`src/rtl/km_link_pkg.sv`:
```
`default_nettype none
// ============================================================================
// km_link_pkg : shared types and constants for the KMBox link scheduler
// Revision    : 1.0
// ============================================================================
package km_link_pkg;

  typedef enum logic [1:0] {
    SRC_NONE = 2'd0,
    SRC_CMD  = 2'd1,
    SRC_STAT = 2'd2,
    SRC_PING = 2'd3
  } src_e;

  typedef enum logic [1:0] {
    ST_IDLE    = 2'd0,
    ST_ISSUE   = 2'd1,
    ST_WAIT_RX = 2'd2
  } state_e;

  localparam logic [63:0] PING_PKT_DEFAULT = 64'h0000_0000_0000_00FE;

  // A top byte of all-zeros or all-ones means MISO is stuck, not a live peer.
  function automatic logic is_good_reply(input logic [63:0] data);
    return (data[63:56] != 8'h00) && (data[63:56] != 8'hFF);
  endfunction

endpackage
`default_nettype wire

```
`src/rtl/km_link_scheduler_sat_timer.sv`:
```
`default_nettype none
// ============================================================================
// sat_timer : saturating up-counter with clear and terminal-count flag
// Revision  : 1.0
// ============================================================================
module sat_timer #(
  parameter int unsigned LIMIT = 15,
  parameter int unsigned W     = $clog2(LIMIT + 2)
) (
  input  logic clk,
  input  logic rst,
  input  logic clr_i,
  input  logic en_i,
  output logic done_o
);

  localparam logic [W-1:0] TERM = W'(LIMIT);

  logic [W-1:0] cnt_q;
  logic [W-1:0] cnt_d;

  always_comb begin
    cnt_d = cnt_q;
    if (clr_i) begin
      cnt_d = '0;
    end else if (en_i && (cnt_q != TERM)) begin
      cnt_d = cnt_q + W'(1);
    end
  end

  always_ff @(posedge clk or posedge rst) begin
    if (rst) begin
      cnt_q <= '0;
    end else begin
      cnt_q <= cnt_d;
    end
  end

  assign done_o = (cnt_q == TERM);

endmodule
`default_nettype wire

```
`src/rtl/km_link_scheduler.sv`:
```
`default_nettype none
// ============================================================================
// km_link_scheduler : arbitrates cmd / stat / ping packets onto one SPI master
// Revision          : 1.0
// ============================================================================
module km_link_scheduler
  import km_link_pkg::*;
#(
  parameter int unsigned PING_INTERVAL = 96_000_000,
  parameter int unsigned TIMEOUT_CLKS  = 240_000_000,
  parameter int unsigned RX_TIMEOUT    = 4096,
  parameter int unsigned MAX_BURST     = 8,
  parameter logic [63:0] PING_PKT      = PING_PKT_DEFAULT
) (
  input  logic        clk,
  input  logic        rst,
  input  logic [63:0] cmd_data,
  input  logic        cmd_valid,
  output logic        cmd_ready,
  input  logic [63:0] stat_data,
  input  logic        stat_valid,
  output logic        stat_ready,
  output logic [63:0] stat_rsp_data,
  output logic        stat_rsp_valid,
  output logic [63:0] km_tx_data,
  output logic        km_tx_valid,
  input  logic        km_tx_ready,
  input  logic [63:0] km_rx_data,
  input  logic        km_rx_valid,
  output logic [63:0] resp_data,
  output logic        connected,
  output logic        activity,
  output logic [1:0]  grant_src,
  output logic [7:0]  rx_err_cnt
);

  localparam int unsigned BW = $clog2(MAX_BURST + 1);
  localparam logic [BW-1:0] BURST_MAX = BW'(MAX_BURST);

  state_e      state_q, state_d;
  src_e        owner_q, owner_d;
  src_e        win;
  logic [63:0] data_q, data_d;
  logic [63:0] resp_q, resp_d;
  logic [63:0] srsp_q, srsp_d;
  logic        srsp_vld_q, srsp_vld_d;
  logic [BW-1:0] burst_q, burst_d;
  logic        ping_pending_q, ping_pending_d;
  logic        connected_q, connected_d;
  logic [7:0]  err_q, err_d;

  logic ping_done;
  logic live_done;
  logic rx_done;
  logic rx_good;
  logic accept;

  assign accept  = (state_q == ST_ISSUE) && km_tx_ready;
  assign rx_good = (state_q == ST_WAIT_RX) && km_rx_valid && is_good_reply(km_rx_data);

  sat_timer #(.LIMIT(PING_INTERVAL - 1), .W($clog2(PING_INTERVAL + 1))) u_ping_timer (
    .clk    (clk),
    .rst    (rst),
    .clr_i  (accept),
    .en_i   (1'b1),
    .done_o (ping_done)
  );

  sat_timer #(.LIMIT(TIMEOUT_CLKS - 1), .W($clog2(TIMEOUT_CLKS + 1))) u_live_timer (
    .clk    (clk),
    .rst    (rst),
    .clr_i  (rx_good),
    .en_i   (1'b1),
    .done_o (live_done)
  );

  sat_timer #(.LIMIT(RX_TIMEOUT - 1), .W($clog2(RX_TIMEOUT + 1))) u_rx_timer (
    .clk    (clk),
    .rst    (rst),
    .clr_i  (state_q != ST_WAIT_RX),
    .en_i   (1'b1),
    .done_o (rx_done)
  );

  always_comb begin
    state_d        = state_q;
    owner_d        = owner_q;
    data_d         = data_q;
    resp_d         = resp_q;
    srsp_d         = srsp_q;
    srsp_vld_d     = 1'b0;
    burst_d        = burst_q;
    ping_pending_d = ping_pending_q;
    connected_d    = connected_q;
    err_d          = err_q;
    cmd_ready      = 1'b0;
    stat_ready     = 1'b0;
    km_tx_valid    = 1'b0;
    activity       = 1'b0;
    win            = SRC_NONE;

    // Only arm the ping while idle so an expiry during a stalled ISSUE cannot
    // queue a redundant ping behind a transfer that is about to reset the timer.
    if (ping_done && (state_q == ST_IDLE)) ping_pending_d = 1'b1;

    if (rx_good) begin
      connected_d = 1'b1;
    end else if (live_done) begin
      connected_d = 1'b0;
    end

    case (state_q)
      ST_IDLE: begin
        if (stat_valid && (burst_q == BURST_MAX)) win = SRC_STAT;
        else if (cmd_valid)                       win = SRC_CMD;
        else if (stat_valid)                      win = SRC_STAT;
        else if (ping_pending_q)                  win = SRC_PING;

        if (win == SRC_CMD) begin
          cmd_ready = 1'b1;
          data_d    = cmd_data;
        end else if (win == SRC_STAT) begin
          stat_ready = 1'b1;
          data_d     = stat_data;
        end else if (win == SRC_PING) begin
          data_d         = PING_PKT;
          ping_pending_d = 1'b0;
        end

        if (win != SRC_NONE) begin
          owner_d = win;
          state_d = ST_ISSUE;
        end

        if ((win == SRC_STAT) || !stat_valid) begin
          burst_d = '0;
        end else if ((win == SRC_CMD) && (burst_q != BURST_MAX)) begin
          burst_d = burst_q + BW'(1);
        end
      end

      ST_ISSUE: begin
        km_tx_valid = 1'b1;
        if (km_tx_ready) begin
          activity = 1'b1;
          state_d  = ST_WAIT_RX;
        end
      end

      ST_WAIT_RX: begin
        // A reply arriving on the expiry cycle still wins over the timeout.
        if (km_rx_valid) begin
          if (owner_q == SRC_STAT) begin
            srsp_d     = km_rx_data;
            srsp_vld_d = 1'b1;
          end else begin
            resp_d = km_rx_data;
          end
          owner_d = SRC_NONE;
          state_d = ST_IDLE;
        end else if (rx_done) begin
          if (err_q != 8'hFF) err_d = err_q + 8'd1;
          owner_d = SRC_NONE;
          state_d = ST_IDLE;
        end
      end

      default: begin
        owner_d = SRC_NONE;
        state_d = ST_IDLE;
      end
    endcase
  end

  always_ff @(posedge clk or posedge rst) begin
    if (rst) begin
      state_q        <= ST_IDLE;
      owner_q        <= SRC_NONE;
      data_q         <= '0;
      resp_q         <= '0;
      srsp_q         <= '0;
      srsp_vld_q     <= 1'b0;
      burst_q        <= '0;
      ping_pending_q <= 1'b0;
      connected_q    <= 1'b0;
      err_q          <= '0;
    end else begin
      state_q        <= state_d;
      owner_q        <= owner_d;
      data_q         <= data_d;
      resp_q         <= resp_d;
      srsp_q         <= srsp_d;
      srsp_vld_q     <= srsp_vld_d;
      burst_q        <= burst_d;
      ping_pending_q <= ping_pending_d;
      connected_q    <= connected_d;
      err_q          <= err_d;
    end
  end

  assign km_tx_data     = data_q;
  assign resp_data      = resp_q;
  assign stat_rsp_data  = srsp_q;
  assign stat_rsp_valid = srsp_vld_q;
  assign connected      = connected_q;
  assign grant_src      = owner_q;
  assign rx_err_cnt     = err_q;

endmodule
`default_nettype wire

```
`config.mk`:
```
export PLATFORM = sky130hd
export DESIGN_NAME = km_link_scheduler
export DESIGN_NICKNAME = d
export VERILOG_FILES = /design/src/rtl/km_link_pkg.sv /design/src/rtl/km_link_scheduler_sat_timer.sv /design/src/rtl/km_link_scheduler.sv
export SDC_FILE = /design/constraint.sdc
export NUM_CORES = 1
export LEC_CHECK = 0
export CORE_MARGIN = 2
export CORE_UTILIZATION = 42
export CTS_CLUSTER_DIAMETER = 200
export DETAILED_ROUTE_END_ITERATION = 12
export PLACE_DENSITY_LB_ADDON = 0.15
export SYNTH_ARGS = -nofsm -noshare
export SYNTH_HDL_FRONTEND = slang
export SYNTH_HIERARCHICAL = 1
export SYNTH_SLANG_ARGS = --single-unit
```
`constraint.sdc`:
```
create_clock -name clk -period 6.55 [get_ports clk]
set_clock_uncertainty 0.05 [all_clocks]
set_input_delay 1.31 -clock clk [delete_from_list [all_inputs] [get_ports clk]]
set_output_delay 1.31 -clock clk [all_outputs]
set_load 0.05 [all_outputs]
```
==> results of run 1 <==
==> layer usage <==
| metal | up-vias | routed length (um) |
|---|---|---|
| li1 | 4570 | - |
| met1 | 4866 | 14600 |
| met2 | 364 | 17800 |
| met3 | 63 | 2820 |
| met4 | 0 | 1360 |
| met5 | - | 0 |
==> through the flow <==
stage / hold slack, ns / instance area (um^2)
2_1_floorplan: 0.413 / 12700
3_3_place_gp: 0.418 / 16900
3_5_place_dp: 0.428 / 16900
4_1_cts: 0.441 / 18000
5_1_grt: 0.444 / 18000
6_report: 0.437 / 18000
==> worst max-delay path by stage <==
stage / start / end / slack [ns]
after global placement: cmd_valid / cmd_ready / 2.16
after CTS: cmd_valid / cmd_ready / 2.13
after floorplan: rst / burst_q[0] / 2.45
after detailed placement: cmd_valid / cmd_ready / 2.13
after global routing: stat_valid / stat_ready / 2.03
final: stat_valid / stat_ready / 2.12
==> flip-flops by register name, summed over array words and instances (netlist names) <==
name                cells
burst_q                 4
connected               1
grant_src               2
km_tx_data             64
ping_pending_q          1
resp_data              64
rx_err_cnt              8
stat_rsp_data          64
stat_rsp_valid          1
state_q                 2
u_live_timer/cnt_q     28
u_ping_timer/cnt_q     27
u_rx_timer/cnt_q       13
==> logic make-up after synthesis <==
group	share of synthesized area (%)
multiplexers	12.2
other	0.0297
adder cells (fa/ha/maj)	0.595
AND/OR/NAND/NOR	11.2
flip-flops	55.4
AO/OA/AOI/OAI	13.9
XOR/XNOR	2.50
buffers and inverters	4.18
==> Yosys cell counts, types with 8 or more instances <==
master                       n  area, um^2
sky130_fd_sc_hd__nand4_1    24         150
sky130_fd_sc_hd__buf_2      14        70.1
sky130_fd_sc_hd__a21oi_1    29         145
sky130_fd_sc_hd__xor2_1     26         228
sky130_fd_sc_hd__dfrtp_1   279        6980
sky130_fd_sc_hd__clkbuf_1   23        86.3
sky130_fd_sc_hd__mux2_1     11         124
sky130_fd_sc_hd__a221o_1    57         571
sky130_fd_sc_hd__nor3_1     14        70.1
sky130_fd_sc_hd__xnor2_1    10        87.6
sky130_fd_sc_hd__nand3_1    26         130
sky130_fd_sc_hd__or4_1      18         135
sky130_fd_sc_hd__nand2_1    38         143
sky130_fd_sc_hd__inv_1      36         135
sky130_fd_sc_hd__o31ai_1    12        90.1
sky130_fd_sc_hd__o21ai_0    12        60.1
sky130_fd_sc_hd__buf_6      13         146
sky130_fd_sc_hd__nor2_1     55         206
sky130_fd_sc_hd__and4_1      9        78.8
sky130_fd_sc_hd__mux2_2    121        1360
sky130_fd_sc_hd__or3_1      16         100
sky130_fd_sc_hd__buf_4       8        60.1
sky130_fd_sc_hd__a21boi_0   57         428
==> worst register-to-register path, cell delays in order, from the launching register on <==
cell and delay (ns):
sky130_fd_sc_hd__dfrtp_1 0.38, sky130_fd_sc_hd__ha_1 0.23, sky130_fd_sc_hd__nand4_2 0.25, sky130_fd_sc_hd__nor4_2 0.68, sky130_fd_sc_hd__nand4bb_1 0.46, sky130_fd_sc_hd__nor4_1 0.41
sky130_fd_sc_hd__mux2_2 0.37
==> cell type report <==
type / count / area, um^2 / share of cell area, %
Multi-Input combinational cell: 661 / 5190 / 28.8
Inverter: 36 / 139 / 0.771
Clock inverter: 11 / 180 / 1.00
Timing Repair Buffer: 414 / 4130 / 23.0
Tap cell: 390 / 488 / 2.71
Antenna cell: 1 / 2.50 / 0.0139
Clock buffer: 44 / 895 / 4.97
Sequential cell: 279 / 6980 / 38.8
==> report_power, final <==
group          switching [mW]  internal [mW]  leakage [nW]
Clock                   0.683           1.14         0.534
Combinational            2.92           1.64          3.47
Sequential              0.353           2.32          3.59
Total                    3.96           5.10          7.59
==> results.json, run 1 <==
{
  "globalRouteTotalUtil_pct": 22.5,
  "worst_pin_slew_ns": 1.20,
  "status": "finished, final reports clean",
  "yosysWarningCount": 6,
  "pre_cts_slack_ns": 2.13,
  "crit_path_max_cell_delay_ns": 0.84,
  "netlist_instances": 1022,
  "yosysUniqueCellTypes": 75,
  "logic_depth_of_the_worst_setup_path_including_buffers": 4,
  "max_clock_freq_ghz": 0.226,
  "globalRouteMet2Util_pct": 38.4,
  "final.period_utilization_pct": 67.6,
  "rsz_0062_raised_after_global_routing": "false",
  "clock_transition_at_path_regs_ns": 0.06,
  "floorplan.rows": 63,
  "finalWorstPathRequiredPeriod_ns": 4.43,
  "synth-edff-count": 0,
  "total_buffers_and_inverters_traversed_by_the_critical_path": 3,
  "leading_cell_type_in_the_layout_fill_and_taps_excluded": "sky130_fd_sc_hd__clkdlybuf4s50_1",
  "die_height_um": 177,
  "cts_tree": "built",
  "gr-max-usage-layer": "met2",
  "p_leak_nw": 7.59,
  "area_delta_synth_final_pct": 42.8,
  "synth-seq-cells": 279,
  "first_global_vias": 9948,
  "maxCapViolCount": 0,
  "final_non_filler_cells": 1836,
  "layout-drive-gt1-share_pct": 14.5,
  "grtUsageMet1_pct": 27.9,
  "post-route-drc-count": 0,
  "grt_start_max_net_pins": 125,
  "postLayoutCoreUtil_pct": 60.8,
  "cp_data_required_time_ns": 5.19,
  "finalSetupTns_ns": 0,
  "n_fill_cell": 2463,
  "cts_hold_buffers": 0,
  "cts-htree-levels": 1,
  "ctsResizeCount": 0,
  "core_area_um2": 29600,
  "clk-insertion-delay-late_ns": 0.55,
  "power.ir.vdd_worst_mv": 0.296,
  "overflow": 0,
  "most-common-layout-cells": "405 x sky130_fd_sc_hd__clkdlybuf4s50_1, 279 x sky130_fd_sc_hd__dfrtp_1, 121 x sky130_fd_sc_hd__mux2_2",
  "worstReg2RegEnd": "rx_err_cnt[6]",
  "timing.hold.worst.start": "stat_rsp_data[13]",
  "ff2ff_setup_slack_ns": 3.63,
  "critPathSlowestCell": "sky130_fd_sc_hd__clkdlybuf4s50_1",
  "final-max-slew-violation-count": 0,
  "worst_hold_path_type": "flop to flop",
  "critical-path-top-delay-family": "buffers and inverters",
  "setup-violations-final": 0,
  "cp_max_fo": 8,
  "maxSlewHeadroom_pct": 20.1,
  "design.portCount": 406,
  "antenna_found_initial": 1,
  "setup_slack_ns": 2.12,
  "synth_sequential_area_ratio_pct": 55.4,
  "critPathCaptureType": "output pin",
  "fp.dieArea_um2": 31400,
  "floorplan.die.width_um": 177,
  "post_cts.repair.setup_buffers": 0,
  "dr.pass1.iters": 4,
  "dpl.hpwl_um": 25800,
  "drtIter0Drc": 473,
  "routed_via_count_divided_by_cell_count": 5.37,
  "min_to": "stat_rsp_data[13]",
  "detail_route.wirelength_um": 36600,
  "power-per-cell-area_nw_per_um2": 503,
  "dp_cells": 1780,
  "route.antenna.remaining_nets": 0,
  "buffer_ports.inserted": 405,
  "whs_path_depth": 1,
  "postSynth.asyncResetShare_pct": 100,
  "grt_first_pass_wirelength_um": 56000,
  "num-nets-final": 1626,
  "hold_viol": 0,
  "worstReg2RegStart": "u_rx_timer/cnt_q[0]",
  "timing.setup.critical_path_class": "primary input to output pin",
  "synth_area_per_cell_um2": 12.3,
  "cts.root.buffer_cell": "sky130_fd_sc_hd__clkbuf_16",
  "number_of_buffers_on_the_longest_clock_path": 3,
  "cp_cell_sequence": "clkdlybuf4s50_1, inv_1, a211oi_4, clkdlybuf4s50_1",
  "worstSetupStartpointType": "primary input",
  "worstRegToRegCells": 6,
  "cpMostUsedCell": "sky130_fd_sc_hd__clkdlybuf4s50_1",
  "route.vias.total": 9863,
  "synth_ff_type": "sky130_fd_sc_hd__dfrtp_1",
  "synth.cell_area_um2": 12600,
  "gr-usage-met3_pct": 5.38,
  "cts_num_sinks": 279,
  "critical_path_arrival_ns": 3.07,
  "cts_buffers": 30,
  "finalWeightedCongestion": 0.825,
  "post-layout-total-power_mw": 9.06,
  "drt-wirelength-per-cell_um": 19.9,
  "initial_core_util_pct": 42.6
}
Note: power is estimated with default switching activity, not from simulation.
==> run 2: changes to the inputs <==
CORE_UTILIZATION = 47   (was 42)
clock period = 4.39 ns   (was 6.55 ns; I/O delays follow)
==> results.json, run 2 (same netlist as run 1, synthesis figures left out) <==
{
  "floorplan.rows": 59,
  "cts-htree-levels": 1,
  "critical-path-top-delay-family": "buffers and inverters",
  "layout-drive-gt1-share_pct": 14.5,
  "post_cts.repair.setup_buffers": 0,
  "cts_num_sinks": 279,
  "dpl.hpwl_um": 25600,
  "cts_buffers": 29,
  "setup-violations-final": 0,
  "drtIter0Drc": 664,
  "whs_ns": 0.433,
  "detail_route.wirelength_um": 36200,
  "route.antenna.remaining_nets": 0,
  "timing.setup.critical_path_class": "primary input to output pin",
  "ff2ff_setup_slack_ns": 1.65,
  "first_global_vias": 10000,
  "most-common-layout-cells": "405 x sky130_fd_sc_hd__clkdlybuf4s50_1, 279 x sky130_fd_sc_hd__dfrtp_1, 121 x sky130_fd_sc_hd__mux2_2",
  "antenna_found_initial": 2,
  "worstRegToRegCells": 5,
  "post-layout-total-power_mw": 13.2,
  "worst_pin_slew_ns": 1.08,
  "hold_viol": 0,
  "cell_internal_pwr_mw": 7.33,
  "final_non_filler_cells": 1784,
  "clk-insertion-delay-late_ns": 0.54,
  "worstReg2RegEnd": "u_live_timer/cnt_q[23]",
  "leading_cell_type_in_the_layout_fill_and_taps_excluded": "sky130_fd_sc_hd__clkdlybuf4s50_1",
  "p_leak_nw": 7.54,
  "worst_hold_path_type": "flop to flop",
  "post_dp_cell_area_um2": 16900,
  "cp_data_required_time_ns": 3.46,
  "finalWorstPathRequiredPeriod_ns": 3.63,
  "post-route-drc-count": 0,
  "globalRouteTotalUtil_pct": 25.3,
  "rsz_0062_raised_after_global_routing": "false",
  "comb_power_share_pct": 51.5,
  "final.period_utilization_pct": 82.7,
  "finalInstanceArea_um2": 17900,
  "maxCapViolCount": 0,
  "critPathSlowestCell": "sky130_fd_sc_hd__clkdlybuf4s50_1",
  "netSwitchingPower_mw": 5.90,
  "cpMostUsedCell": "sky130_fd_sc_hd__clkdlybuf4s50_1",
  "routed_via_count_divided_by_cell_count": 5.54,
  "design.portCount": 406,
  "maxSlewHeadroom_pct": 27.9,
  "finalSetupTns_ns": 0,
  "num-nets-final": 1629,
  "initial_core_util_pct": 48.1,
  "grt_start_max_net_pins": 92,
  "total_buffers_and_inverters_traversed_by_the_critical_path": 3,
  "drt-wirelength-per-cell_um": 20.3,
  "die_height_um": 168,
  "max_clock_freq_ghz": 0.275,
  "area_delta_synth_final_pct": 41.7,
  "cts_tree": "built",
  "power_switching_share_pct": 44.6,
  "cp_cell_sequence": "clkdlybuf4s50_1, inv_1, a211oi_4, clkdlybuf4s50_1",
  "cp_max_fo": 8,
  "overflow": 0,
  "cts.root.buffer_cell": "sky130_fd_sc_hd__clkbuf_16",
  "whs_path_depth": 1,
  "finalWeightedCongestion": 0.850,
  "critPathCaptureType": "output pin",
  "ctsResizeCount": 0,
  "grt_first_pass_wirelength_um": 57000,
  "route.vias.total": 9881,
  "core_area_um2": 26200,
  "number_of_buffers_on_the_longest_clock_path": 3,
  "power.ir.vdd_worst_mv": 0.614,
  "fp.dieArea_um2": 28200,
  "floorplan.die.width_um": 168,
  "power.share.sequential_pct": 30.2,
  "status": "finished, final reports clean",
  "power-per-cell-area_nw_per_um2": 740,
  "final-max-slew-violation-count": 0,
  "worstReg2RegStart": "u_live_timer/cnt_q[14]",
  "critical_path_arrival_ns": 2.70,
  "buffer_ports.inserted": 405,
  "clockPowerShare_pct": 18.2,
  "cts_hold_buffers": 0,
  "timing.hold.worst.start": "resp_data[51]",
  "crit_path_max_cell_delay_ns": 0.86,
  "clock_transition_at_path_regs_ns": 0.06,
  "min_to": "resp_data[51]",
  "dp_cells": 1729,
  "worstSetupStartpointType": "primary input",
  "dr.pass1.iters": 5
}
-- run 2: cell types whose count changed in the layout (fill, tap and decap cells not counted) --
cell / change
sky130_fd_sc_hd__clkinvlp_4: +3
sky130_fd_sc_hd__buf_12: +3
sky130_fd_sc_hd__clkinv_2: +1
sky130_fd_sc_hd__diode_2: +1
sky130_fd_sc_hd__clkbuf_8: -3
sky130_fd_sc_hd__clkbuf_1: +1
sky130_fd_sc_hd__inv_6: +1
sky130_fd_sc_hd__buf_4: +1
sky130_fd_sc_hd__clkbuf_16: -2
sky130_fd_sc_hd__bufinv_16: -3
-- run 2: cell type report --
type / instances / area [um^2]
Clock inverter: 13 / 126
Fill cell: 1990 / 8340
Inverter: 36 / 139
Antenna cell: 2 / 5.00
Timing Repair Buffer: 418 / 4200
Clock buffer: 40 / 807
Sequential cell: 279 / 6980
Tap cell: 335 / 419
Multi-Input combinational cell: 661 / 5190
-- run 2: layer usage --
| layer | global-route usage (%) | vias to the layer above | routed length (um) |
|---|---|---|---|
| met2 | 44.4 | 366 | 18100 |
| met5 | 0 | - | 0 |
| met3 | 5.52 | 43 | 2500 |
| met1 | 32.0 | 4901 | 14700 |
| li1 | - | 4571 | - |
| met4 | 6.62 | 0 | 854 |
-- run 2: through the flow --
stage | setup slack [ns] | utilization, %
2_1_floorplan | 0.720 | -
3_3_place_gp | 0.772 | 64.6
3_5_place_dp | 0.759 | 64.6
4_1_cts | 0.748 | 68.2
5_1_grt | 0.692 | 68.2
6_report | 0.760 | 68.2
-- run 2: power by group through the flow --
stage	registers (mW)	logic, mW	clock network, mW
finish	4.00	6.82	2.41
global route	4.12	7.09	2.58
CTS	4.00	6.86	2.47
detailed placement	4.02	6.86	0
global placement	4.00	6.77	0
floorplan	6.84	1.62	0
-- run 2: worst max path at each step --
stage / depth (start not counted) / slack, ns / endpoint / start
after global routing: 4 / 0.69 / stat_ready / stat_valid
after detailed placement: 4 / 0.76 / stat_ready / stat_valid
after CTS: 4 / 0.75 / stat_ready / stat_valid
after global placement: 4 / 0.77 / stat_ready / stat_valid
final: 4 / 0.76 / stat_ready / stat_valid
after floorplan: 1 / 0.72 / burst_q[0] / rst
